## config.mk

```make
export PLATFORM = sky130hd
export DESIGN_NAME = fetch_pc_unit
export DESIGN_NICKNAME = d
export VERILOG_FILES = /design/src/rtl/fetch_pc_unit.sv
export SDC_FILE = /design/constraint.sdc
export NUM_CORES = 1
export LEC_CHECK = 0
export ABC_AREA = 0
export BUFFER_PORTS_ARGS = -buffer_cell sky130_fd_sc_hd__buf_2
export CORE_MARGIN = 5
export CORE_UTILIZATION = 54
export CTS_BUF_LIST = sky130_fd_sc_hd__clkbuf_8
export DETAILED_ROUTE_END_ITERATION = 7
export MAX_ROUTING_LAYER = met4
export PLACE_DENSITY = 0.8
export SLEW_MARGIN = 25
export SYNTH_ARGS = -nofsm -noshare
export SYNTH_HDL_FRONTEND = slang
export SYNTH_SLANG_ARGS = --single-unit
```

## constraint.sdc

```tcl
create_clock -name clk -period 2.78 [get_ports clk]
set_clock_uncertainty 0.15 [all_clocks]
set_input_delay 0.139 -clock clk [delete_from_list [all_inputs] [get_ports clk]]
set_output_delay 0.139 -clock clk [all_outputs]
set_load 0.05 [all_outputs]
```

## src/rtl/fetch_pc_unit.sv

```systemverilog
// Fetch stage: PC generation, single-outstanding imem requester and 2-entry decode queue.
// Define FETCH_PERF_EN to add the perf_fetched / perf_dropped counters.
module fetch_pc_unit #(
  parameter int              XLEN     = 32,
  parameter logic [XLEN-1:0] RESET_PC = XLEN'(32'h0000_0200),
  parameter int              QDEPTH   = 2
) (
  input  logic            clk,
  input  logic            rst_n,
  input  logic [1:0]      pc_sel,
  input  logic            if_kill,
  input  logic            dec_kill,
  input  logic [XLEN-1:0] br_target,
  input  logic [XLEN-1:0] jalr_target,
  input  logic [XLEN-1:0] exc_target,
  output logic            imem_req_valid,
  input  logic            imem_req_ready,
  output logic [XLEN-1:0] imem_req_addr,
  input  logic            imem_res_valid,
  input  logic [XLEN-1:0] imem_res_data,
  output logic            dec_valid,
  input  logic            dec_ready,
  output logic [XLEN-1:0] dec_inst,
  output logic [XLEN-1:0] dec_pc
`ifdef FETCH_PERF_EN
  ,
  output logic [31:0]     perf_fetched,
  output logic [31:0]     perf_dropped
`endif
);

  localparam logic [1:0] PC_4     = 2'd0;
  localparam logic [1:0] PC_BRJMP = 2'd1;
  localparam logic [1:0] PC_JALR  = 2'd2;

  localparam logic [1:0] S_BOOT  = 2'd0;
  localparam logic [1:0] S_FETCH = 2'd1;
  localparam logic [1:0] S_WAIT  = 2'd2;
  localparam logic [1:0] S_DROP  = 2'd3;

  localparam logic [1:0] QMAX = 2'(QDEPTH);

  typedef struct packed {
    logic [XLEN-1:0] inst;
    logic [XLEN-1:0] pc;
  } q_ent_t;

  logic [1:0]      state, state_nxt;
  logic [XLEN-1:0] fetch_pc, req_pc, redir_pc;
  q_ent_t          q0, q1, q_new;
  logic [1:0]      q_cnt;
  logic            redirect, squash, outstanding, req_fire, res_take, push, pop, drop;

  assign redirect = (pc_sel != PC_4);
  // if_kill on its own never squashes; it only matters alongside a redirect
  assign squash      = redirect | (if_kill & redirect);
  assign outstanding = (state == S_WAIT) || (state == S_DROP);

  assign imem_req_valid = (state == S_FETCH) && !redirect && ((q_cnt + {1'b0, outstanding}) < QMAX);
  assign imem_req_addr  = fetch_pc;
  assign req_fire       = imem_req_valid && imem_req_ready;

  assign res_take = imem_res_valid && outstanding;
  assign push     = res_take && (state == S_WAIT) && !squash && !dec_kill;
  assign drop     = res_take && !push;
  assign pop      = dec_valid && dec_ready && !dec_kill;
  assign q_new    = '{inst: imem_res_data, pc: req_pc};

  always_comb begin
    redir_pc = exc_target;
    if (pc_sel == PC_BRJMP)     redir_pc = br_target;
    else if (pc_sel == PC_JALR) redir_pc = jalr_target;
  end

  always_comb begin
    state_nxt = state;
    case (state)
      S_BOOT:  state_nxt = S_FETCH;
      S_FETCH: if (req_fire) state_nxt = S_WAIT;
      // a response landing in the redirect cycle is consumed (and dropped) right away
      S_WAIT:  if (imem_res_valid) state_nxt = S_FETCH;
               else if (squash) state_nxt = S_DROP;
      S_DROP:  if (imem_res_valid) state_nxt = S_FETCH;
      default: state_nxt = S_BOOT;
    endcase
  end

  always_ff @(posedge clk or negedge rst_n) begin
    if (!rst_n) begin
      state    <= S_BOOT;
      fetch_pc <= RESET_PC;
      req_pc   <= '0;
    end else begin
      state <= state_nxt;
      if (redirect)      fetch_pc <= redir_pc;
      else if (req_fire) fetch_pc <= fetch_pc + XLEN'(4);
      if (req_fire)      req_pc   <= fetch_pc;
    end
  end

  // q0 is always the head; a pop shifts q1 down
  always_ff @(posedge clk or negedge rst_n) begin
    if (!rst_n) begin
      q_cnt <= '0;
      q0    <= '0;
      q1    <= '0;
    end else if (dec_kill) begin
      q_cnt <= '0;
    end else begin
      if (pop) q0 <= q1;
      if (push) begin
        if (q_cnt == 2'd0 || (q_cnt == 2'd1 && pop)) q0 <= q_new;
        else                                         q1 <= q_new;
      end
      q_cnt <= q_cnt + 2'(push) - 2'(pop);
    end
  end

  assign dec_valid = (q_cnt != 2'd0);
  assign dec_inst  = dec_valid ? q0.inst : '0;
  assign dec_pc    = dec_valid ? q0.pc   : '0;

  a_no_push_full: assert property (@(posedge clk) disable iff (!rst_n) !(push && q_cnt == QMAX));

`ifdef FETCH_PERF_EN
  always_ff @(posedge clk or negedge rst_n) begin
    if (!rst_n) begin
      perf_fetched <= '0;
      perf_dropped <= '0;
    end else begin
      perf_fetched <= perf_fetched + 32'(push);
      perf_dropped <= perf_dropped + 32'(drop);
    end
  end
`endif

endmodule
```

# --- Word-level counts from Yosys, hierarchy flattened ---
# Index checks and enable logic that the tools add are counted.
totals:
  mem_bits_ro: 0
  latchBits: 0
  ramBits: 0
  word_cells: 63
  memories: 0
  register_bits: 196
  output_inout_bits: 98
classes:
  n_eq_ne: 9
  n_div: 0
  n_shift: 0
  reduce_logical: 22
  n_bitwise: 4
  add_sub_neg: 4
  mux: 15
  multipliers: 0
  n_lt_le_gt_ge: 1
op_table:
  columns: ["op", "n"]
  rows:
  - ["32-bit two-way mux", 6]
  - ["64-bit two-way mux", 3]
  - ["32-bit by 3-bit adder with 32-bit output, second input constant", 1]
  - ["1-bit logical AND", 10]
  - ["2-bit two-way mux", 5]
  - ["2-bit one-hot mux with 4 select lines", 1]
  - ["2-bit by 1-bit equality test with 1-bit output, second input constant", 3]
  - ["2-bit equality test, second input constant", 3]
  - ["3-bit AND reduction", 2]
  - ["2-bit nonzero test", 3]
  - ["2-bit by 1-bit adder with 2-bit output", 2]
  - ["2-bit zero test", 2]
  - ["2-bit inequality test, second input constant", 2]
  - ["1-bit zero test", 3]
  - ["3-bit inequality test, second input constant", 1]
  - ["1-bit logical OR", 2]
  - ["2-bit < comparator, second input constant", 1]
  - ["1-bit NOT", 2]
  - ["2-bit by 1-bit subtractor with 2-bit output", 1]
  - ["1-bit AND", 1]
  - ["1-bit bitwise OR", 1]

# --- Longest topological paths before layout ---
logic_depth:
  word_depth: 9
  mapped_depth: 11
  depth_no_buf: 8

# --- Worst setup path before layout ---
# Ideal clock, no wire load.
synth_timing:
  kind: "register to register"
  from: "register fetch_pc[2], in the netlist imem_req_addr[2]"
  to: "register fetch_pc[14], in the netlist imem_req_addr[14]"
  path_slack_ns: 0.268
  arrival_ns: 2.223
  path_stages_with_launch: 7
  n_path_buf: 0
  path_cell_list: "dfrtp_1 > ha_1 > and4_1 > nand3_1 > nor4_1 > xor2_1 > mux4_2"
synth_via:
  elab_chain_len: 3
synth_rtl:
  columns: ["element", "line", "rtl"]
  rows:
  - ["start, declared", "49", "logic [XLEN-1:0] fetch_pc, req_pc, redir_pc;"]
  - ["start signal, assigned", "95", "if (redirect) fetch_pc <= redir_pc;"]
  - ["start signal, assigned", "96", "else if (req_fire) fetch_pc <= fetch_pc + XLEN'(4);"]
  - ["32-bit by 3-bit adder with 32-bit output", "96", null]
  - ["32-bit two-way mux", "96", null]
  - ["32-bit two-way mux", "95", null]
# Every way passes these cells. The select of a mux whose other input is x is not followed.
# A chain may end at the register's enable or synchronous reset.

# --- Final worst setup path ---
layout_timing:
  from: "register fetch_pc[3], in the netlist imem_req_addr[3]"
  to: "register fetch_pc[28], in the netlist imem_req_addr[28]"
# The elaborated chain is that of the path after synthesis.

==> metrics.txt <==
PD cells 554 nW/um^2; Hold WS 0.0324 ns; Compound-Gate Fraction of Synth Area 13.6%; Initial Utilization 55.2%; unrepaired setup endpoints after global routing no; initial antenna violation count 0; Pins Over Slew Limit 0; Synth Area in XOR/XNOR 0.677%; Worst setup SP type register; hold_sp jalr_target[6]; Slew HR 54.3%; Die H 146 um; Reg area 4910 sq um; Final Hold Fails 0; HPWL Detailed 18100 um; Antenna Cells 0; clk slew on worst S/H paths 0.09 ns; fmax 376 MHz; port buffer count 233; via count 8751; Post-synth EDFFs 0; IR drop worst, VDD 0.320 mV; Worst Reg2Reg Path Length in Cells 8; Post-synth top flop dfrtp_1; Worst Hold Class primary input to register; main combinational cell family by area after synthesis multiplexers; die area 21300 sq um; Hold Crit Depth 4; simple-gate portion of the synthesized area 15.5%; core area 18100 sq um; Clock Latency Late Sink 0.46 ns; Leak 6.20 nW; Post-Layout Inst Area 12700 sq um; status complete, no violations; vias in the first global route 9132; global route overflow 0; TNS Setup 0 ns; Worst EP arrival 2.85 ns; cell row count 49; count of cell types in the netlist 61; Tcrit/Tclk final 95.8%; CP max stage delay 0.57 ns; Die W 146 um; asr flop ratio synth 100%; Placed Instance Area 11400 sq um; Crit Path Class register to register; worst flop-to-flop path startpoint imem_req_addr[3]; Synth Area in Adders 0.752%; cell area after synthesis 9980 sq um; proportion of synthesized area in mux cells 16.9%; Max-Cap Viols 0; Reg2Reg Setup Slack 0.12 ns; Post-Syn Nets 1082; drt first pass iters 5; layout cells sized above 1 31.6%; Synth Register Bits 196; Crit path required time 2.97 ns; largest net degree at the start of global routing 101; aggregate routed wire length 28300 um; final setup violation count 0; CTS Buf Count 17; Worst path slowest cell dlygate4sd3_1; CP max FO 8; RR Endpoint imem_req_addr[28]; Root Buffer clkbuf_8; clock sinks 196; Max clock buf depth 2; H-tree depth 4; # fillers 1307; antenna-violating nets left 0; DR iter-0 viols 477; syn avg cell area 10.6 sq um; Total Routing Usage GR 27.5%; Setup crit end kind register; worst hold endpoint imem_req_addr[6]; CP startpoint imem_req_addr[3]; CTS tree built; Worst Tran Pin Value 0.685 ns; gp weighted congestion 0.964; wire per inst 19.0 um; sequential element share of the synthesized area 49.2%; Tmin final 2.66 ns; final net count 1392; mean number of vias per cell 5.87; Area Overhead vs Synth 27.2%; multi-input combinational cell area 4740 sq um; Synth Instances 939; drt drc 0; critical path cell sequence ha_1, nand4_1, nor4_2, buf_4, nand2_1, mux2i_1, o2bb2ai_1, dlygate4sd3_1; IO Pins 235; Warnings, synthesis 0; first-pass GRT wire length 46600 um
==> layer usage <==
layer | wire, um | GRT usage (%)
met1 | 12000 | 35.6
met2 | 13500 | 43.5
met3 | 2020 | 5.48
met4 | 704 | 9.97
met5 | 0 | -
==> through the flow <==
stage	std cells	util, %	power, mW	setup slack (ns)
CTS	1490	70.1	7.05	0.0865
global route	1490	70.1	7.42	0.0339
global placement	1364	63.1	5.25	0.418
detailed placement	1364	63.1	5.34	0.364
finish	1490	70.1	7.03	0.117
floorplan	939	-	4.73	0.268
==> power breakdown <==
| group | internal (mW) | total (mW) | switching, mW | leakage, nW |
|---|---|---|---|---|
| clock | 0.605 | 1.59 | 0.988 | 0.164 |
| sequential | 3.36 | 3.78 | 0.424 | 2.64 |
| combinational | 0.717 | 1.65 | 0.936 | 3.40 |
==> critical path: cells and delay by family, from the launching register on <==
kind | cells | cell delay [ns]
buffers and inverters | 2 | 0.78
AO/OA/AOI/OAI | 1 | 0.09
adder cells (fa/ha/maj) | 1 | 0.28
multiplexers | 1 | 0.19
flip-flops | 1 | 0.47
AND/OR/NAND/NOR | 3 | 0.60
==> sequential cells by signal, indices dropped and copies added (netlist names) <==
name,cells
imem_req_addr,32
q0,64
req_pc,32
q_cnt,2
q1,64
state,2
==> logic make-up (layout without fill, tap and decap cells) <==
group           count (synthesis)  after routing
mux                           146            146
compound gates                227            227
buf+inv                        75            397
simple gates                  283            283
xor+xnor                        6              6
fa+ha+maj                       6              6
flops                         196            196
==> cell usage after synthesis (2+ instances only) <==
cell type	number	area (sq um)
and4_1	4	35.0
a31oi_1	4	25.0
dfrtp_1	195	4880
a21oi_1	45	225
nand2b_1	3	18.8
and3_1	2	12.5
nand2_1	89	334
ha_1	6	75.1
mux2_2	83	935
or3_1	33	206
nand4_1	8	50.1
inv_1	8	30.0
o21ai_0	108	541
o21ai_1	6	30.0
nor2_2	2	12.5
a2bb2oi_1	10	87.6
nor2b_1	4	25.0
o31a_1	2	17.5
o31ai_1	7	52.6
a41o_1	2	20.0
and2_1	67	419
buf_2	18	90.1
nor3b_1	19	143
xor2_1	2	17.5
buf_1	2	7.51
mux4_2	6	135
buf_4	10	75.1
clkbuf_1	37	139
a22o_1	7	61.3
o22a_1	6	52.6
or2_2	2	12.5
mux2i_1	20	200
xnor2_1	2	17.5
mux2_1	37	417
nor2_1	16	60.1
nor3_1	7	35.0
nor4_1	5	31.3
nand3_1	15	75.1
a22oi_1	17	128
a222oi_1	2	20.0
==> how the worst max path moves through the flow <==
| stage | end | slack, ns | cells after the start |
|---|---|---|---|
| global route | imem_req_addr[28] | 0.03 | 8 |
| floorplan | imem_req_addr[14] | 0.27 | 6 |
| detailed placement | imem_req_addr[3] | 0.36 | 7 |
| CTS | imem_req_addr[28] | 0.09 | 8 |
| global placement | imem_req_addr[3] | 0.42 | 7 |
| finish | imem_req_addr[28] | 0.12 | 8 |
==> layout by cell type, fill, tap and decap left out, types with 7 or more instances in the layout <==
master           n
nand4_1          8
nand2_1         89
a22oi_1         17
buf_4           27
dlygate4sd3_1   95
buf_2          231
nor2_1          16
mux2i_1         20
mux2_2          83
a21oi_1         45
o21ai_0        108
dfrtp_1        195
and2_1          67
a22o_1           7
o31ai_1          7
inv_1            9
nor3_1           7
clkbuf_8        18
or3_1           33
mux2_1          37
nand3_1         15
a2bb2oi_1       10
nor3b_1         19
==> timing repair <==
action	in CTS	in global routing
hold buffers	95	0
setup buffers	0	0
hold endpoints to repair	174	0
setup endpoints to repair	0	1
gates resized for setup	0	1
==> layout make-up <==
cell class                 instances  share of cell area [%]
clock buffer                      17                    1.84
clock inverter                    14                   0.740
inverter                           8                   0.237
multi-input combinational        668                    37.4
sequential                       196                    38.7
tap                              229                    2.26
timing repair buffer             358                    18.8
Note: power is estimated with default switching activity, not from simulation.
